**src/rtl/psum_writeback.sv**
```systemverilog
// Packs per-kernel psum bytes into words, queues them in a FIFO and streams them out
// as sequential BRAM write commands for a programmed word count.
module psum_writeback #(
  parameter int BIT_WIDTH  = 8,
  parameter int NUM_KERNEL = 4,
  parameter int ADDR_WIDTH = 32,
  parameter int DATA_WIDTH = 32,
  parameter int ADDR_STEP  = 1,
  parameter int FIFO_DEPTH = 8
) (
  input  logic                            clk,
  input  logic                            rst,
  input  logic [BIT_WIDTH*NUM_KERNEL-1:0] i_psum,
  input  logic [NUM_KERNEL-1:0]           i_psum_val,
  input  logic                            i_start,
  input  logic [ADDR_WIDTH-1:0]           i_base_addr,
  input  logic [31:0]                     i_cnt,
  input  logic                            i_stall,
  output logic [ADDR_WIDTH-1:0]           o_addr,
  output logic [DATA_WIDTH-1:0]           o_wdata,
  output logic                            o_wren,
  output logic                            o_busy,
  output logic                            o_done,
  output logic                            o_overflow
);

  localparam int AW = (FIFO_DEPTH > 1) ? $clog2(FIFO_DEPTH) : 1;
  localparam logic [AW:0] DEPTH_C = (AW+1)'(FIFO_DEPTH);
  localparam logic [ADDR_WIDTH-1:0] STEP_C = ADDR_WIDTH'(ADDR_STEP);

  typedef enum logic [1:0] {
    IDLE = 2'd0,
    RUN  = 2'd1,
    DONE = 2'd2
  } state_t;

  state_t                  state_r;
  state_t                  state_s;
  logic [BIT_WIDTH-1:0]    hold_r [NUM_KERNEL];
  logic [NUM_KERNEL-1:0]   pend_r;
  logic [DATA_WIDTH-1:0]   mem_r [FIFO_DEPTH];
  logic [AW-1:0]           wr_ptr_r;
  logic [AW-1:0]           rd_ptr_r;
  logic [AW:0]             count_r;
  logic [ADDR_WIDTH-1:0]   addr_r;
  logic [31:0]             remaining_r;
  logic                    overflow_r;
  logic                    wren_r;
  logic                    done_r;
  logic [ADDR_WIDTH-1:0]   out_addr_r;
  logic [DATA_WIDTH-1:0]   out_wdata_r;

  logic [DATA_WIDTH-1:0]   word_s;
  logic                    complete_s;
  logic                    collision_s;
  logic                    fifo_full_s;
  logic                    fifo_empty_s;
  logic                    pop_s;
  logic                    push_s;
  logic                    drop_s;
  logic                    start_s;

  assign complete_s   = &(pend_r | i_psum_val);
  assign collision_s  = |(pend_r & i_psum_val);
  assign fifo_full_s  = (count_r == DEPTH_C);
  assign fifo_empty_s = (count_r == {(AW+1){1'b0}});
  assign start_s      = (state_r == IDLE) && i_start;
  assign pop_s        = (state_r == RUN) && !fifo_empty_s && !i_stall && (remaining_r != 32'd0);
  // A pop in the same cycle frees the slot, so a full FIFO still accepts the word.
  assign push_s       = complete_s && (!fifo_full_s || pop_s);
  assign drop_s       = complete_s && fifo_full_s && !pop_s;

  // Assemble the completing word: pending lanes keep their held byte, others take the live byte.
  always_comb begin
    word_s = {DATA_WIDTH{1'b0}};
    for (int k = 0; k < NUM_KERNEL; k++) begin
      if (pend_r[k]) begin
        word_s[k*BIT_WIDTH +: BIT_WIDTH] = hold_r[k];
      end else begin
        word_s[k*BIT_WIDTH +: BIT_WIDTH] = i_psum[k*BIT_WIDTH +: BIT_WIDTH];
      end
    end
  end

  // Per-lane holding registers and pending flags.
  always_ff @(posedge clk or negedge rst) begin
    if (!rst) begin
      pend_r <= {NUM_KERNEL{1'b0}};
      for (int k = 0; k < NUM_KERNEL; k++) begin
        hold_r[k] <= {BIT_WIDTH{1'b0}};
      end
    end else if (complete_s) begin
      pend_r <= {NUM_KERNEL{1'b0}};
    end else begin
      for (int k = 0; k < NUM_KERNEL; k++) begin
        if (i_psum_val[k] && !pend_r[k]) begin
          hold_r[k] <= i_psum[k*BIT_WIDTH +: BIT_WIDTH];
          pend_r[k] <= 1'b1;
        end
      end
    end
  end

  // Sticky overflow; a new run clears it unless an error lands in the same cycle.
  always_ff @(posedge clk or negedge rst) begin
    if (!rst) begin
      overflow_r <= 1'b0;
    end else if (collision_s || drop_s) begin
      overflow_r <= 1'b1;
    end else if (start_s) begin
      overflow_r <= 1'b0;
    end
  end

  // FIFO storage; contents need no reset because the pointers define validity.
  always_ff @(posedge clk) begin
    if (push_s) begin
      mem_r[wr_ptr_r] <= word_s;
    end
  end

  // FIFO pointers and occupancy.
  always_ff @(posedge clk or negedge rst) begin
    if (!rst) begin
      wr_ptr_r <= {AW{1'b0}};
      rd_ptr_r <= {AW{1'b0}};
      count_r  <= {(AW+1){1'b0}};
    end else begin
      if (push_s) begin
        wr_ptr_r <= wr_ptr_r + AW'(1);
      end
      if (pop_s) begin
        rd_ptr_r <= rd_ptr_r + AW'(1);
      end
      case ({push_s, pop_s})
        2'b10:   count_r <= count_r + (AW+1)'(1);
        2'b01:   count_r <= count_r - (AW+1)'(1);
        default: count_r <= count_r;
      endcase
    end
  end

  // Write FSM state register.
  always_ff @(posedge clk or negedge rst) begin
    if (!rst) begin
      state_r <= IDLE;
    end else begin
      state_r <= state_s;
    end
  end

  // Write FSM next-state logic.
  always_comb begin
    state_s = state_r;
    case (state_r)
      IDLE: begin
        if (i_start) begin
          state_s = (i_cnt == 32'd0) ? DONE : RUN;
        end else begin
          state_s = IDLE;
        end
      end
      RUN: begin
        if (pop_s && (remaining_r == 32'd1)) begin
          state_s = DONE;
        end else begin
          state_s = RUN;
        end
      end
      DONE:    state_s = IDLE;
      default: state_s = IDLE;
    endcase
  end

  // Run address and remaining-word counter.
  always_ff @(posedge clk or negedge rst) begin
    if (!rst) begin
      addr_r      <= {ADDR_WIDTH{1'b0}};
      remaining_r <= 32'd0;
    end else if (start_s) begin
      addr_r      <= i_base_addr;
      remaining_r <= i_cnt;
    end else if (pop_s) begin
      addr_r      <= addr_r + STEP_C;
      remaining_r <= remaining_r - 32'd1;
    end
  end

  // Registered write command; address and data hold between strobes.
  always_ff @(posedge clk or negedge rst) begin
    if (!rst) begin
      wren_r      <= 1'b0;
      done_r      <= 1'b0;
      out_addr_r  <= {ADDR_WIDTH{1'b0}};
      out_wdata_r <= {DATA_WIDTH{1'b0}};
    end else begin
      wren_r <= pop_s;
      done_r <= (state_r == DONE);
      if (pop_s) begin
        out_addr_r  <= addr_r;
        out_wdata_r <= mem_r[rd_ptr_r];
      end
    end
  end

  assign o_addr     = out_addr_r;
  assign o_wdata    = out_wdata_r;
  assign o_wren     = wren_r;
  assign o_done     = done_r;
  assign o_busy     = (state_r != IDLE);
  assign o_overflow = overflow_r;

endmodule

```
**config.mk**
```make
export PLATFORM = sky130hd
export DESIGN_NAME = psum_writeback
export DESIGN_NICKNAME = d
export VERILOG_FILES = /design/src/rtl/psum_writeback.sv
export SDC_FILE = /design/constraint.sdc
export NUM_CORES = 1
export LEC_CHECK = 0
export CORE_MARGIN = 3
export CORE_UTILIZATION = 30
export CTS_BUF_LIST = sky130_fd_sc_hd__clkbuf_16
export DETAILED_ROUTE_END_ITERATION = 7
export PLACE_DENSITY = 0.56
export SYNTH_ARGS = -nofsm -noshare
export SYNTH_HDL_FRONTEND = slang
export SYNTH_SLANG_ARGS = --single-unit
```
**constraint.sdc**
```tcl
create_clock -name clk -period 6 [get_ports clk]
set_input_delay 1.8 -clock clk [delete_from_list [all_inputs] [get_ports clk]]
set_output_delay 1.8 -clock clk [all_outputs]
set_load 0.02 [all_outputs]
```
==> reports/results.ini <==
[power]
pwr-share-seq=0.432
power_frac_comb=0.302
p_sw_frac=0.3309
p_sw_uw=3678
p_leak_uw=0.008194
power_density_mw_per_mm2=492.5
power.internal_uw=7436
clkPwrFrac=0.265
ir_drop_uv=271.5

[detailed_routing]
antenna_left=0
detail_route.iter0.violations=970
dr.pass1.iters=5
routed_wl_um=47080
vias=11580
avgRoutedWirePerCell_um=20.76
drt_drc_violations_left=0
viasPerCell=5.107

[sta]
rsz0062_at_grt=false
finalCriticalPeriod_ns=4.153
slew_headroom=0.1916
fmax_mhz=240.8
final.setup_skew_ns=0.03773
period_share=0.6922
timing.hold.ws_ns=0.4753
setup_tns_ns=0
hold_violations=0
finalSetupViolations=0
drv_slew=0
tightest_slew_ns=1.213

[worst_hold_path]
hp-class=flop to flop
holdPathStages=2
holdPathEnd=o_addr[16]
hold_start=o_addr[16]

[setup_path]
crit_path_start_kind=primary input
crit_family=simple AND/OR/NAND/NOR gates
crit_chain=clkdlybuf4s50_1, nor2_1, or4_1, nand2_1, nor2_1, xor2_1, ha_1, nor4_1, a21o_1, a21oi_1
worst_path_max_delay_cell=or4_1
crit_buf_inv=1
slowest_delay_ns=0.83
ff2ff_path_depth=7
critPathCaptureType=flop
worstReg2RegEnd=addr_r[9]
cp_max_fo=8
crit_top_cell=nor2_1
required_ns=6.47
r2r_slack_ns=1.92
critical_path_class=primary input to flop
timing.rr.start=remaining_r[18]
worstPathArrival_ns=4.62

[clock_tree]
post_cts_buffers=0
ctsHoldBuffers=0
clk_latency_ns=0.60
cts_resized=0
cts_tree=built
clockBufferDepth=3
htreeDepth=2
cts_root_buf=clkbuf_16
cts_sinks=435
cts_buffers=49
clk_pin_slew_worst_paths_ns=0.06

[final_layout]
syn2layout_area_growth_pct=23.57
nNetsFinal=1563
nFillCells=5600
drive_gt1_frac=0.1700
fin_util=0.3788

[outcome]
status=complete, no violations

[synthesis]
synth-seq-cells=435
yosysSeqAreaShare=0.6662
synth_edf_count=256
synth_fp_nets=1381
synth_top_area_cell=edfxtp_1
yosysWarnings=0
syn-cell-area_mm2=0.01826
synthCells=1271
synth.top_cell.area_share=0.4209
netlist_top_cells_area=edfxtp_1, dfrtp_1, mux4_2, mux2_2, nand2_1
async_flop_share=0.4115
ys_types=63
avgSynthCellArea_um2=14.37
synthFlopType=edfxtp_1

[run]
maxCapViolations=0

[die]
fp.dieArea_mm2=0.06388
dieHeight_um=252.7
placementRows=89
num_io_pins=172
core_area_mm2=0.05958
die_w_um=252.7
initial_core_util=0.3066

[global_route]
grt_use_total=0.1476
antenna_found_initial=2
grt_pass1_vias=11820
gr-total-overflow=0
grt_max_degree=94
grt_pass1_wl_um=72660

[place]
numPortBuffers=171
finalWeightedCongestion=0.8163
dp_hpwl_um=30110

[power by group through the flow]
stage | sequential [µW] | combinational (µW) | clock (µW)
floorplan | 4830 | 2070 | 0
global placement | 4830 | 3370 | 0
detailed placement | 4870 | 3420 | 0
CTS | 4820 | 3430 | 3050
global route | 4920 | 3690 | 3170
finish | 4800 | 3360 | 2950
[synthesized netlist by cell type (all sizes together), types with 3 or more instances]
cell / number
a211oi: 10
o31ai: 3
dfrtp: 179
nor4b: 3
nor4: 27
ha: 6
and3: 10
clkbuf: 38
buf: 31
nand2b: 3
o21a: 3
nor3b: 6
o211ai: 12
or3: 7
a311oi: 6
nand2: 185
nor3: 28
or4: 9
mux4: 64
or2: 3
nor2: 57
a22oi: 3
nand3: 30
inv: 14
xor2: 8
edfxtp: 256
nand3b: 4
a21o: 8
and2: 4
nand4: 14
a221o: 13
o311ai: 6
a21oi: 20
xnor2: 10
mux2i: 32
mux2: 65
o21ai: 74
[flip-flops by register name, summed over array words and instances (netlist names)]
register	count
mem_r	256
addr_r	32
hold_r	32
o_addr	32
o_wdata	32
remaining_r	32
count_r	4
pend_r	4
rd_ptr_r	3
wr_ptr_r	3
state_r	2
o_done	1
o_overflow	1
o_wren	1
[cells by family after synthesis]
logic type               synth area share
multiplexers                       0.1365
adder cells (fa/ha/maj)          0.004110
buffers and inverters             0.02048
AND/OR/NAND/NOR                    0.1004
flip-flops                         0.6662
XOR/XNOR                         0.008632
AO/OA/AOI/OAI                     0.06364
[metal layers]
layer,wire length [µm],up-vias,global-route usage,part of all wire
li1,-,5232,-,-
met3,3302,76,0.03406,0.070
met2,21790,383,0.2357,0.46
met1,20940,5890,0.2021,0.44
met5,13,-,0,0.00028
met4,1026,2,0.04251,0.022
[placed cells by master, fill, tap and decap left out, types with 4 or more instances in the layout]
cell,count
edfxtp_1,256
nand2_1,184
dfrtp_1,176
clkdlybuf4s50_1,170
o21ai_0,68
mux2_2,65
mux4_2,64
nor2_1,55
clkbuf_16,52
mux2i_1,32
nand3_1,30
inv_1,27
buf_4,26
nor4_1,25
nor3_1,25
a21oi_1,19
nand4_1,14
a221o_1,13
o211ai_1,11
and3_1,10
xnor2_1,10
a211oi_1,10
or4_1,8
xor2_1,8
a21o_1,8
or3_1,7
clkinv_1,7
ha_1,6
clkinv_2,6
nor3b_1,5
a311oi_1,5
o21ai_1,5
o311ai_0,5
nand3b_1,4
clkinvlp_4,4
[layout make-up]
class	count	area (µm²)	share of cell area
clock buffers	52	1301	0.05766
flip-flops and latches	435	12170	0.5394
inverters	14	52.55	0.002328
multi-input cells	753	5788	0.2565
well taps	773	967.2	0.04285
repair buffers	200	1971	0.08732
diodes	1	2.502	0.0001109
clock inverters	40	314.1	0.01392
[tightest hold or removal path, cell delays in order (launching register included)]
cell     delay, ns
dfrtp_1       0.34
nand2_1       0.05
nand2_1       0.05
[metrics by stage]
step / setup WS (ns) / cells / cell area [µm²] / total power, µW
global route: 1.561 / 2267 / 22570 / 11770
floorplan: 0.1768 / 1271 / 18280 / 6900
detailed placement: 1.352 / 2175 / 20950 / 8291
global placement: 1.456 / 2175 / 20950 / 8207
CTS: 1.961 / 2267 / 22570 / 11300
finish: 1.847 / 2268 / 22570 / 11110
[how the worst max path moves through the flow]
stage / from / to / depth (start not counted)
after global routing: remaining_r[18] / addr_r[16] / 7
after detailed placement: i_psum_val[3] / count_r[2] / 10
after floorplan: i_psum_val[3] / mem_r[5][0] / 4
after global placement: i_psum_val[3] / count_r[2] / 10
final: i_psum_val[3] / count_r[2] / 10
after CTS: remaining_r[18] / addr_r[9] / 7
Power figures use the tool's default switching activity.
